<file path="src/rtl/alu_issue_pkg.sv">
// Shared types and constants for the ALU issue/write-back stage.
// Flag vectors are ordered {Z,C,N,O}, with Z in the most significant bit.
package alu_issue_pkg;

    typedef enum logic [2:0] {
        ST_IDLE,
        ST_EXEC,
        ST_RES,
        ST_FLAG,
        ST_RESP
    } state_t;

    localparam logic [4:0] FS_ADD32   = 5'b10100;
    localparam logic [4:0] FS_SUB16   = 5'b00110;
    localparam logic [4:0] FS_PASSA32 = 5'b10000;

    localparam int FLAG_Z = 3;
    localparam int FLAG_C = 2;
    localparam int FLAG_N = 1;
    localparam int FLAG_O = 0;
    localparam int FLAGS_W = FLAG_Z + 1;

    function automatic logic [FLAGS_W-1:0] pack_flags(input logic z, input logic c,
                                                      input logic n, input logic o);
        logic [FLAGS_W-1:0] f;
        f         = '0;
        f[FLAG_Z] = z;
        f[FLAG_C] = c;
        f[FLAG_N] = n;
        f[FLAG_O] = o;
        return f;
    endfunction

endpackage

</file>
<file path="src/rtl/alu_issue_regfile.sv">
// General-purpose register file: two operand read ports, one debug read port,
// and a single write port shared by write-back (priority) and direct loads.
module alu_issue_regfile #(
    parameter int NREG  = 8,
    parameter int IDX_W = $clog2(NREG)
) (
    input  logic             i_clk,
    input  logic             i_rst_n,
    input  logic             i_wb_en,
    input  logic [IDX_W-1:0] i_wb_idx,
    input  logic [31:0]      i_wb_data,
    input  logic             i_ld_en,
    input  logic [IDX_W-1:0] i_ld_idx,
    input  logic [31:0]      i_ld_data,
    input  logic [IDX_W-1:0] i_rd_a_idx,
    output logic [31:0]      o_rd_a_data,
    input  logic [IDX_W-1:0] i_rd_b_idx,
    output logic [31:0]      o_rd_b_data,
    input  logic [IDX_W-1:0] i_dbg_idx,
    output logic [31:0]      o_dbg_data
);

    logic [31:0]     r_regs [NREG];
    logic [NREG-1:0] w_wr_en;
    logic [31:0]     w_wr_data;

    // Write-back wins the shared data path; the issue FSM never overlaps the two.
    assign w_wr_data = i_wb_en ? i_wb_data : i_ld_data;

    generate
        for (genvar gi = 0; gi < NREG; gi++) begin : g_wr_en
            assign w_wr_en[gi] = (i_wb_en && (i_wb_idx == IDX_W'(gi))) ||
                                 (i_ld_en && (i_ld_idx == IDX_W'(gi)));
        end
    endgenerate

    always_ff @(posedge i_clk or negedge i_rst_n) begin
        if (!i_rst_n) begin
            for (int i = 0; i < NREG; i++) begin
                r_regs[i] <= '0;
            end
        end else begin
            for (int i = 0; i < NREG; i++) begin
                if (w_wr_en[i]) begin
                    r_regs[i] <= w_wr_data;
                end
            end
        end
    end

    assign o_rd_a_data = r_regs[i_rd_a_idx];
    assign o_rd_b_data = r_regs[i_rd_b_idx];
    assign o_dbg_data  = r_regs[i_dbg_idx];

endmodule

</file>
<file path="src/rtl/alu_issue_unit.sv">
// Issue/write-back stage for the registered 32-bit ALU: latches operands,
// waits out the ALU result and flag latency, writes back and responds.
module alu_issue_unit
    import alu_issue_pkg::*;
#(
    parameter int NREG  = 8,
    parameter int IDX_W = $clog2(NREG)
) (
    input  logic               i_clk,
    input  logic               i_rst_n,
    input  logic               i_req_valid,
    output logic               o_req_ready,
    input  logic [4:0]         i_req_fun_sel,
    input  logic [IDX_W-1:0]   i_req_src_a,
    input  logic [IDX_W-1:0]   i_req_src_b,
    input  logic [IDX_W-1:0]   i_req_dst,
    input  logic               i_req_wf,
    input  logic               i_load_en,
    input  logic [IDX_W-1:0]   i_load_idx,
    input  logic [31:0]        i_load_data,
    output logic [31:0]        o_alu_a,
    output logic [31:0]        o_alu_b,
    output logic [4:0]         o_alu_fun_sel,
    output logic               o_alu_wf,
    input  logic [31:0]        i_alu_out,
    input  logic [FLAGS_W-1:0] i_alu_flags,
    output logic               o_rsp_valid,
    input  logic               i_rsp_ready,
    output logic [31:0]        o_rsp_data,
    output logic [FLAGS_W-1:0] o_rsp_flags,
    output logic [FLAGS_W-1:0] o_status_flags,
    input  logic [IDX_W-1:0]   i_dbg_idx,
    output logic [31:0]        o_dbg_data
);

    state_t               r_state;
    logic [31:0]          r_alu_a;
    logic [31:0]          r_alu_b;
    logic [4:0]           r_fun_sel;
    logic                 r_alu_wf;
    logic [IDX_W-1:0]     r_dst;
    logic [31:0]          r_rsp_data;
    logic [FLAGS_W-1:0]   r_rsp_flags;
    logic [FLAGS_W-1:0]   r_status;
    logic                 r_rsp_valid;

    logic                 w_idle;
    logic                 w_wb_en;
    logic                 w_ld_en;
    logic [31:0]          w_rd_a;
    logic [31:0]          w_rd_b;

    assign w_idle  = (r_state == ST_IDLE);
    assign w_wb_en = (r_state == ST_FLAG);
    assign w_ld_en = i_load_en && w_idle;

    alu_issue_regfile #(
        .NREG  (NREG),
        .IDX_W (IDX_W)
    ) u_regfile (
        .i_clk       (i_clk),
        .i_rst_n     (i_rst_n),
        .i_wb_en     (w_wb_en),
        .i_wb_idx    (r_dst),
        .i_wb_data   (r_rsp_data),
        .i_ld_en     (w_ld_en),
        .i_ld_idx    (i_load_idx),
        .i_ld_data   (i_load_data),
        .i_rd_a_idx  (i_req_src_a),
        .o_rd_a_data (w_rd_a),
        .i_rd_b_idx  (i_req_src_b),
        .o_rd_b_data (w_rd_b),
        .i_dbg_idx   (i_dbg_idx),
        .o_dbg_data  (o_dbg_data)
    );

    // Operands are read combinationally at acceptance, so a same-cycle load
    // is not forwarded: the request sees the register's previous value.
    always_ff @(posedge i_clk or negedge i_rst_n) begin
        if (!i_rst_n) begin
            r_state     <= ST_IDLE;
            r_alu_a     <= '0;
            r_alu_b     <= '0;
            r_fun_sel   <= FS_PASSA32;
            r_alu_wf    <= 1'b0;
            r_dst       <= '0;
            r_rsp_data  <= '0;
            r_rsp_flags <= '0;
            r_status    <= '0;
            r_rsp_valid <= 1'b0;
        end else begin
            case (r_state)
                ST_IDLE: begin
                    if (i_req_valid) begin
                        r_alu_a   <= w_rd_a;
                        r_alu_b   <= w_rd_b;
                        r_fun_sel <= i_req_fun_sel;
                        r_alu_wf  <= i_req_wf;
                        r_dst     <= i_req_dst;
                        r_state   <= ST_EXEC;
                    end
                end
                ST_EXEC: begin
                    r_state <= ST_RES;
                end
                ST_RES: begin
                    r_rsp_data <= i_alu_out;
                    r_state    <= ST_FLAG;
                end
                // Flags trail the result by one edge inside the ALU.
                ST_FLAG: begin
                    r_rsp_flags <= i_alu_flags;
                    if (r_alu_wf) begin
                        r_status <= i_alu_flags;
                    end
                    r_rsp_valid <= 1'b1;
                    r_state     <= ST_RESP;
                end
                ST_RESP: begin
                    if (i_rsp_ready) begin
                        r_rsp_valid <= 1'b0;
                        r_state     <= ST_IDLE;
                    end
                end
                default: begin
                    r_rsp_valid <= 1'b0;
                    r_state     <= ST_IDLE;
                end
            endcase
        end
    end

    assign o_req_ready    = w_idle;
    assign o_alu_a        = r_alu_a;
    assign o_alu_b        = r_alu_b;
    assign o_alu_fun_sel  = r_fun_sel;
    assign o_alu_wf       = r_alu_wf;
    assign o_rsp_valid    = r_rsp_valid;
    assign o_rsp_data     = r_rsp_data;
    assign o_rsp_flags    = r_rsp_flags;
    assign o_status_flags = r_status;

endmodule

</file>
<file path="config.mk">
export PLATFORM = sky130hd
export DESIGN_NAME = alu_issue_unit
export DESIGN_NICKNAME = d
export VERILOG_FILES = /design/src/rtl/alu_issue_pkg.sv /design/src/rtl/alu_issue_regfile.sv /design/src/rtl/alu_issue_unit.sv
export SDC_FILE = /design/constraint.sdc
export NUM_CORES = 1
export LEC_CHECK = 0
export CAP_MARGIN = 20
export CORE_MARGIN = 8
export CORE_UTILIZATION = 53
export CTS_BUF_LIST = sky130_fd_sc_hd__clkbuf_4 sky130_fd_sc_hd__clkbuf_8
export DETAILED_ROUTE_END_ITERATION = 7
export PLACE_DENSITY = 0.79
export SYNTH_ARGS = -nofsm -noshare
export SYNTH_HDL_FRONTEND = slang
export SYNTH_HIERARCHICAL = 1
export SYNTH_SLANG_ARGS = --single-unit
</file>
<file path="constraint.sdc">
create_clock -name i_clk -period 2.04 [get_ports i_clk]
set_input_delay 0.306 -clock i_clk [delete_from_list [all_inputs] [get_ports i_clk]]
set_output_delay 0.306 -clock i_clk [all_outputs]
set_load 0.1 [all_outputs]
</file>
==> impl_metrics.env <==
export IMPL_synth_compound_area_frac=0.008243
export IMPL_met1_length_mm=22.32
export IMPL_async_flop_share=1.000
export IMPL_die_w_um=212.6
export IMPL_first_pass_iters=6
export IMPL_die_h_um=212.6
export IMPL_layout_common_cells="dfrtp_1, mux2_2, buf_4, mux4_2, mux2_4"
export IMPL_endpoint="o_dbg_data[0]"
export IMPL_post_dp_hpwl_mm=35.33
export IMPL_reg2reg_slack_ns=0.06
export IMPL_synth_mux_area_frac=0.4969
export IMPL_synth_area_per_cell_um2=17.16
export IMPL_avgRoutedWirePerCell_um=25.24
export IMPL_drt_initial_drc_count=788
export IMPL_finalCriticalPeriod_ns=2.299
export IMPL_numCtsBuffers=66
export IMPL_grt_ovfl_total=0
export IMPL_cts_tree="yes"
export IMPL_slew_headroom=0.7324
export IMPL_fp_coreArea_mm2=0.03838
export IMPL_min_path_type="in -> async"
export IMPL_tightest_slew_ns=0.4014
export IMPL_skew_ns=0.02524
export IMPL_clk_pin_slew_ns=0.06
export IMPL_layout_setup_ws_ns=-0.2592
export IMPL_synthAdderAreaFrac=0
export IMPL_vias=13530
export IMPL_synthesis_area_mm2=0.02049
export IMPL_gp_congestion=0.8186
export IMPL_slew_viol_final=0
export IMPL_rsz0062_at_grt="yes"
export IMPL_hold_viol_final=0
export IMPL_clkSinkCount=373
export IMPL_synth_top_family_by_area="multiplexers"
export IMPL_wl_met2_mm=28.18
export IMPL_ios=238
export IMPL_maxCapViolCount=0
export IMPL_setup_viol=32
export IMPL_fmax_mhz=434.9
export IMPL_synth_xor_area_frac=0.0004274
export IMPL_r2r_start="r_state[2]"
export IMPL_post_synth_and_or_nand_nor_area_fraction=0.007327
export IMPL_synth_area_leaders="dfrtp_1, mux2_2, mux4_2, mux2_4, mux2_1"
export IMPL_yosysSeqAreaShare=0.4556
export IMPL_clock_insertion_delay_worst_skew_ns=0.61
export IMPL_worstPathMaxFanout=2
export IMPL_cp_start_kind="register"
export IMPL_drc_errors=0
export IMPL_cts_buffer_depth=3
export IMPL_yosys_warnings=6
export IMPL_yosys_cell_types_count=35
export IMPL_antenna_found_initial=0
export IMPL_fin_area_mm2=0.02705
export IMPL_worstPathArrival_ns=1.99
export IMPL_post_dp_cell_area_mm2=0.02422
export IMPL_area_delta_synth_final_pct=32.01
export IMPL_r2r_end="u_regfile/r_regs[129]"
export IMPL_vias_per_cell=6.068
export IMPL_synth_top_area_share=0.4543
export IMPL_row_count=72
export IMPL_start_util=0.5340
export IMPL_synth_ff_type="dfrtp_1"
export IMPL_final_common_cell="dfrtp_1"
export IMPL_violations="setup timing"
export IMPL_grt_max_degree=63
export IMPL_critPathCaptureType="output port"
export IMPL_grt_pass1_vias=14940
export IMPL_htree_levels=3
export IMPL_yosysTopAreaCell="dfrtp_1"
export IMPL_syn_nets=1288
export IMPL_outcome="finished with violations"
export IMPL_diodes=0
export IMPL_fin_crit_sh=1.127
export IMPL_grt_pass1_wl_mm=87.93
export IMPL_final_nets=1760
export IMPL_dieArea_mm2=0.04521
export IMPL_critical_path_class="reg -> out"
export IMPL_drt_wl_total_mm=56.28
export IMPL_root_buffer="clkbuf_8"
export IMPL_met3_length_mm=4.276
export IMPL_required_ns=1.73
export IMPL_routed_top_layer="met4"
export IMPL_io_buffer_count=237
export IMPL_crit_start="u_regfile/r_regs[224]"
export IMPL_ant_nets=0
export IMPL_syn_inst=1194
export IMPL_reg2regPathDepth=7
export IMPL_synth_edf_count=0
export IMPL_drive_gt1_frac=0.7097
export IMPL_ys_ff_latch=373
export IMPL_grt_util_all_layers=0.2528
[synth_stat cells, types with 2 or more instances]
| cell type | number |
|---|---|
| buf_6 | 7 |
| mux4_2 | 192 |
| nand2_1 | 2 |
| dfrtp_1 | 372 |
| a32oi_2 | 2 |
| nor2b_1 | 2 |
| mux2_4 | 70 |
| buf_2 | 34 |
| mux2_1 | 27 |
| inv_2 | 2 |
| buf_12 | 8 |
| nand2b_1 | 2 |
| and2_1 | 2 |
| mux2_2 | 400 |
| o32ai_4 | 3 |
| buf_4 | 13 |
| nor3_1 | 3 |
| nor2_1 | 3 |
| buf_1 | 5 |
| clkbuf_1 | 30 |
[flip-flops by register name, summed over array words and instances (netlist names)]
name,count
o_alu_a,32
o_alu_b,32
o_alu_fun_sel,5
o_alu_wf,1
o_rsp_data,32
o_rsp_flags,4
o_rsp_valid,1
o_status_flags,4
r_dst,3
r_state,3
u_regfile/r_regs,256
[worst min path at each step]
stage	endpoint	slack (ns)	cells past startpoint
2_1_floorplan	o_alu_a[0]	0.01	0
3_3_place_gp	o_alu_fun_sel[0]	0.24	1
3_5_place_dp	o_alu_fun_sel[0]	0.24	1
4_1_cts	u_regfile/r_regs[223]	0.17	2
5_1_grt	u_regfile/r_regs[149]	0.20	2
6_report	o_alu_fun_sel[0]	0.21	2
[metal layers]
| layer | track usage | vias to the layer above |
|---|---|---|
| met3 | 0.05955 | 113 |
| met2 | 0.4201 | 579 |
| met5 | 0 | - |
| li1 | - | 5677 |
| met4 | 0.08615 | 0 |
| met1 | 0.3245 | 7162 |
[repair_timing]
action                                 4_1_cts  5_1_grt
endpoints found under the hold margin      301        0
setup endpoints to repair                   32       74
cloned                                       0        1
pin swaps                                    0        1
gates resized for setup                      0        1
buffers inserted                           154       27
hold buffers                                 1        0
[final cells by class]
type                    count  area [µm²]
inverters                   2       7.507
well taps                 518       648.1
repair buffers            501        4931
flip-flops and latches    373        9335
fillers                  2539       11330
multi-input cells         722       10710
clock buffers              97        1216
clock inverters            17       201.4
[through the flow]
step / setup TNS (ns) / setup WS [ns] / utilization / cells / hold WS (ns)
floorplan: -119.11 / -0.5222 / - / 1194 / 0.01041
global route: -8.510 / -0.2993 / 0.7049 / 2230 / 0.1983
global placement: -1.256 / -0.05271 / 0.6312 / 1933 / 0.2373
detailed placement: -1.979 / -0.06668 / 0.6312 / 1933 / 0.2379
CTS: -8.074 / -0.2917 / 0.6985 / 2202 / 0.1658
finish: -6.757 / -0.2592 / 0.7049 / 2230 / 0.2131
[critical path, stage by stage (launching register included)]
cell	delay, ns
dfrtp_1	0.41
mux4_2	0.47
mux2_4	0.32
buf_12	0.17
[cells by family after synthesis]
logic type             count (synthesis)
AO/OA/AOI/OAI                         11
XOR/XNOR                               1
buffers and inverters                 99
flip-flops                           373
multiplexers                         689
AND/OR/NAND/NOR                       21
Power is not shown: default switching activity piles up to over one toggle a cycle in this logic, so the estimate is an artifact.
==> patch, RTL diff (same flow settings) <==
Set the package constant `FLAG_Z` to 6 (it was 3).
--- a/src/rtl/alu_issue_pkg.sv
+++ b/src/rtl/alu_issue_pkg.sv
@@ -14,7 +14,7 @@
     localparam logic [4:0] FS_SUB16   = 5'b00110;
     localparam logic [4:0] FS_PASSA32 = 5'b10000;
 
-    localparam int FLAG_Z = 3;
+    localparam int FLAG_Z = 6;
     localparam int FLAG_C = 2;
     localparam int FLAG_N = 1;
     localparam int FLAG_O = 0;
Interface: changed (resized i_alu_flags, o_rsp_flags and o_status_flags); port bits go from 238 to 247. The function was not compared with the original's and may differ.
==> patch against the original RTL <==
The run still ends with setup timing left; synthesized cell count increased by 1.0%; die area increased by 0.94%; routed wire length decreased by 0.33%; area after synthesis increased by 1.0%; sequential share of layout area increased by 0.47 points; final cell count decreased by 0.22%; core utilization decreased by 0.30 points; sequential cell count increased by 6; cell area increased by 0.27%; worst setup slack improved by 0.024 ns; count of clock-buffer cells in the layout increased by 9; critical endpoint is now o_dbg_data[30].
Power is left out: the tool's default activity adds up to more than one toggle a clock period on the data nets, which glitch-free logic cannot reach.
==> patch: results <==
worst_setup_path:
  rr_endpoint: "u_regfile/r_regs[44]$_DFFE_PN0P_"
  r2r-start: "r_state[2]$_DFFE_PN0P_"
  crit_start: "u_regfile/r_regs[30]$_DFFE_PN0P_"
  ff2ff_path_depth: 8
  worstPathMaxFanout: 4
  cpPeakStageDelay_ns: 0.47
  worstSetupEndpoint: "o_dbg_data[30]"
logic_synthesis:
  ys_async_sr_fraction_pct: 100
  synth.distinct_cells: 36
  ys_seq_area_share_pct: 45.8
  synth_nets: 1303
  yosys-top-cells-count: "406 x mux2_2, 378 x dfrtp_1, 192 x mux4_2"
  yosys-top-cells-area: "dfrtp_1 46%, mux2_2 22%, mux4_2 21%"
global_routing:
  grt_util_all_layers_pct: 25.1
  grt_pass1_wl_mm: 88.1
  grt_pass1_vias: 14918
  grt_max_degree: 81
finish:
  nFillCells: 2505
  nets: 1760
  max_flop_register: "u_regfile/r_regs"
  antennaDiodeCount: 0
  drive_above_1_share_pct: 70.5
  largest_reg_flops: 256
outcome:
  status: "finished with violations"
  violations: "setup timing"
clock_network:
  clk_pin_slew_ns: 0.06
  clk_path_buf_depth: 3
  clock_latency_ns: 0.60
  numCtsBuffers: 67
  cts_root_buf: "clkbuf_8"
  cts.htree.levels: 3
placement:
  place_area_um2: 24400
  gp_congestion: 0.802
  port_buffers: 246
  dp_hpwl_mm: 35.1
sta:
  finalClockSkew_ns: 0.0325
  fin_ws_ns: -0.235
  tightest_slew_ns: 0.427
  timing.setup.tns_ns: -6.34
  setup_violations: 32
routing:
  firstDrtPassIters: 6
  via_per_inst: 6.09
  drtIter0Drc: 778
  wl_per_cell_um: 25.2
-- patch: cell types whose count changed in the layout (fill, tap and decap cells not counted), moves of 2 or more --
cell and change:
dfrtp_1 +4, clkdlybuf4s50_1 +3, dfrtp_2 +2, buf_4 -20
clkbuf_8 +10, clkinv_2 -2, buf_12 -2, bufinv_16 -4
mux2_2 +6, inv_6 -3
-- patch: logic make-up (layout without fill, tap and decap cells) --
family / after synthesis / in the layout / synth area share, %
compound gates: 11 / 11 / 0.828
xor+xnor: 1 / 1 / 0.0423
buf+inv: 99 / 600 / 3.07
flops: 379 / 379 / 45.8
mux: 695 / 695 / 49.5
simple gates: 21 / 21 / 0.719
-- patch: cell type report --
| class | count | area [µm²] | area share (%) |
|---|---|---|---|
| inverters | 3 | 11.3 | 0.0415 |
| repair buffers | 484 | 4810 | 17.7 |
| flip-flops and latches | 379 | 9490 | 35.0 |
| clock inverters | 7 | 37.5 | 0.138 |
| clock buffers | 106 | 1350 | 4.96 |
| multi-input cells | 728 | 10800 | 39.8 |
| well taps | 518 | 648 | 2.39 |
-- patch: timing repair --
action                                  in CTS  in global routing
resized for setup                            4                  2
endpoints found under the setup margin      63                 81
hold endpoints to repair                   378                  0
hold buffers                                 1                  0
cloned                                       1                  1
setup buffers                              134                 27
pin swaps                                    1                  1
-- patch: stage by stage --
| stage | setup WS [ns] | cells |
|---|---|---|
| global route | -0.295 | 2225 |
| finish | -0.235 | 2225 |
| floorplan | -0.523 | 1206 |
| detailed placement | -0.0783 | 1948 |
| global placement | -0.0522 | 1948 |
| CTS | -0.276 | 2197 |
-- patch: how the worst min path moves through the flow --
| stage | startpoint | slack, ns | endpoint | cells after the start |
|---|---|---|---|---|
| 4_1_cts | i_rst_n | 0.13 | u_regfile/r_regs[188]$_DFFE_PN0P_ | 2 |
| 3_3_place_gp | i_rst_n | 0.19 | u_regfile/r_regs[29]$_DFFE_PN0P_ | 1 |
| 2_1_floorplan | i_rst_n | 0.01 | o_alu_a[0]$_DFFE_PN0P_ | 0 |
| 6_report | i_rst_n | 0.16 | u_regfile/r_regs[252]$_DFFE_PN0P_ | 2 |
| 3_5_place_dp | i_rst_n | 0.19 | u_regfile/r_regs[29]$_DFFE_PN0P_ | 1 |
| 5_1_grt | i_rst_n | 0.16 | u_regfile/r_regs[252]$_DFFE_PN0P_ | 2 |
-- patch: routing by layer --
metal	routed length, µm	global-route usage (%)	vias up
met5	0	0	-
met4	1450	8.91	0
met3	3600	5.29	116
met2	28600	42.1	558
met1	22400	32.1	7181
li1	-	-	5688
-- patch: worst max-delay path: cells and delay by family (launching register included) --
kind / cells / cell delay (ns)
mux: 2 / 0.78
flops: 1 / 0.41
buf+inv: 1 / 0.17
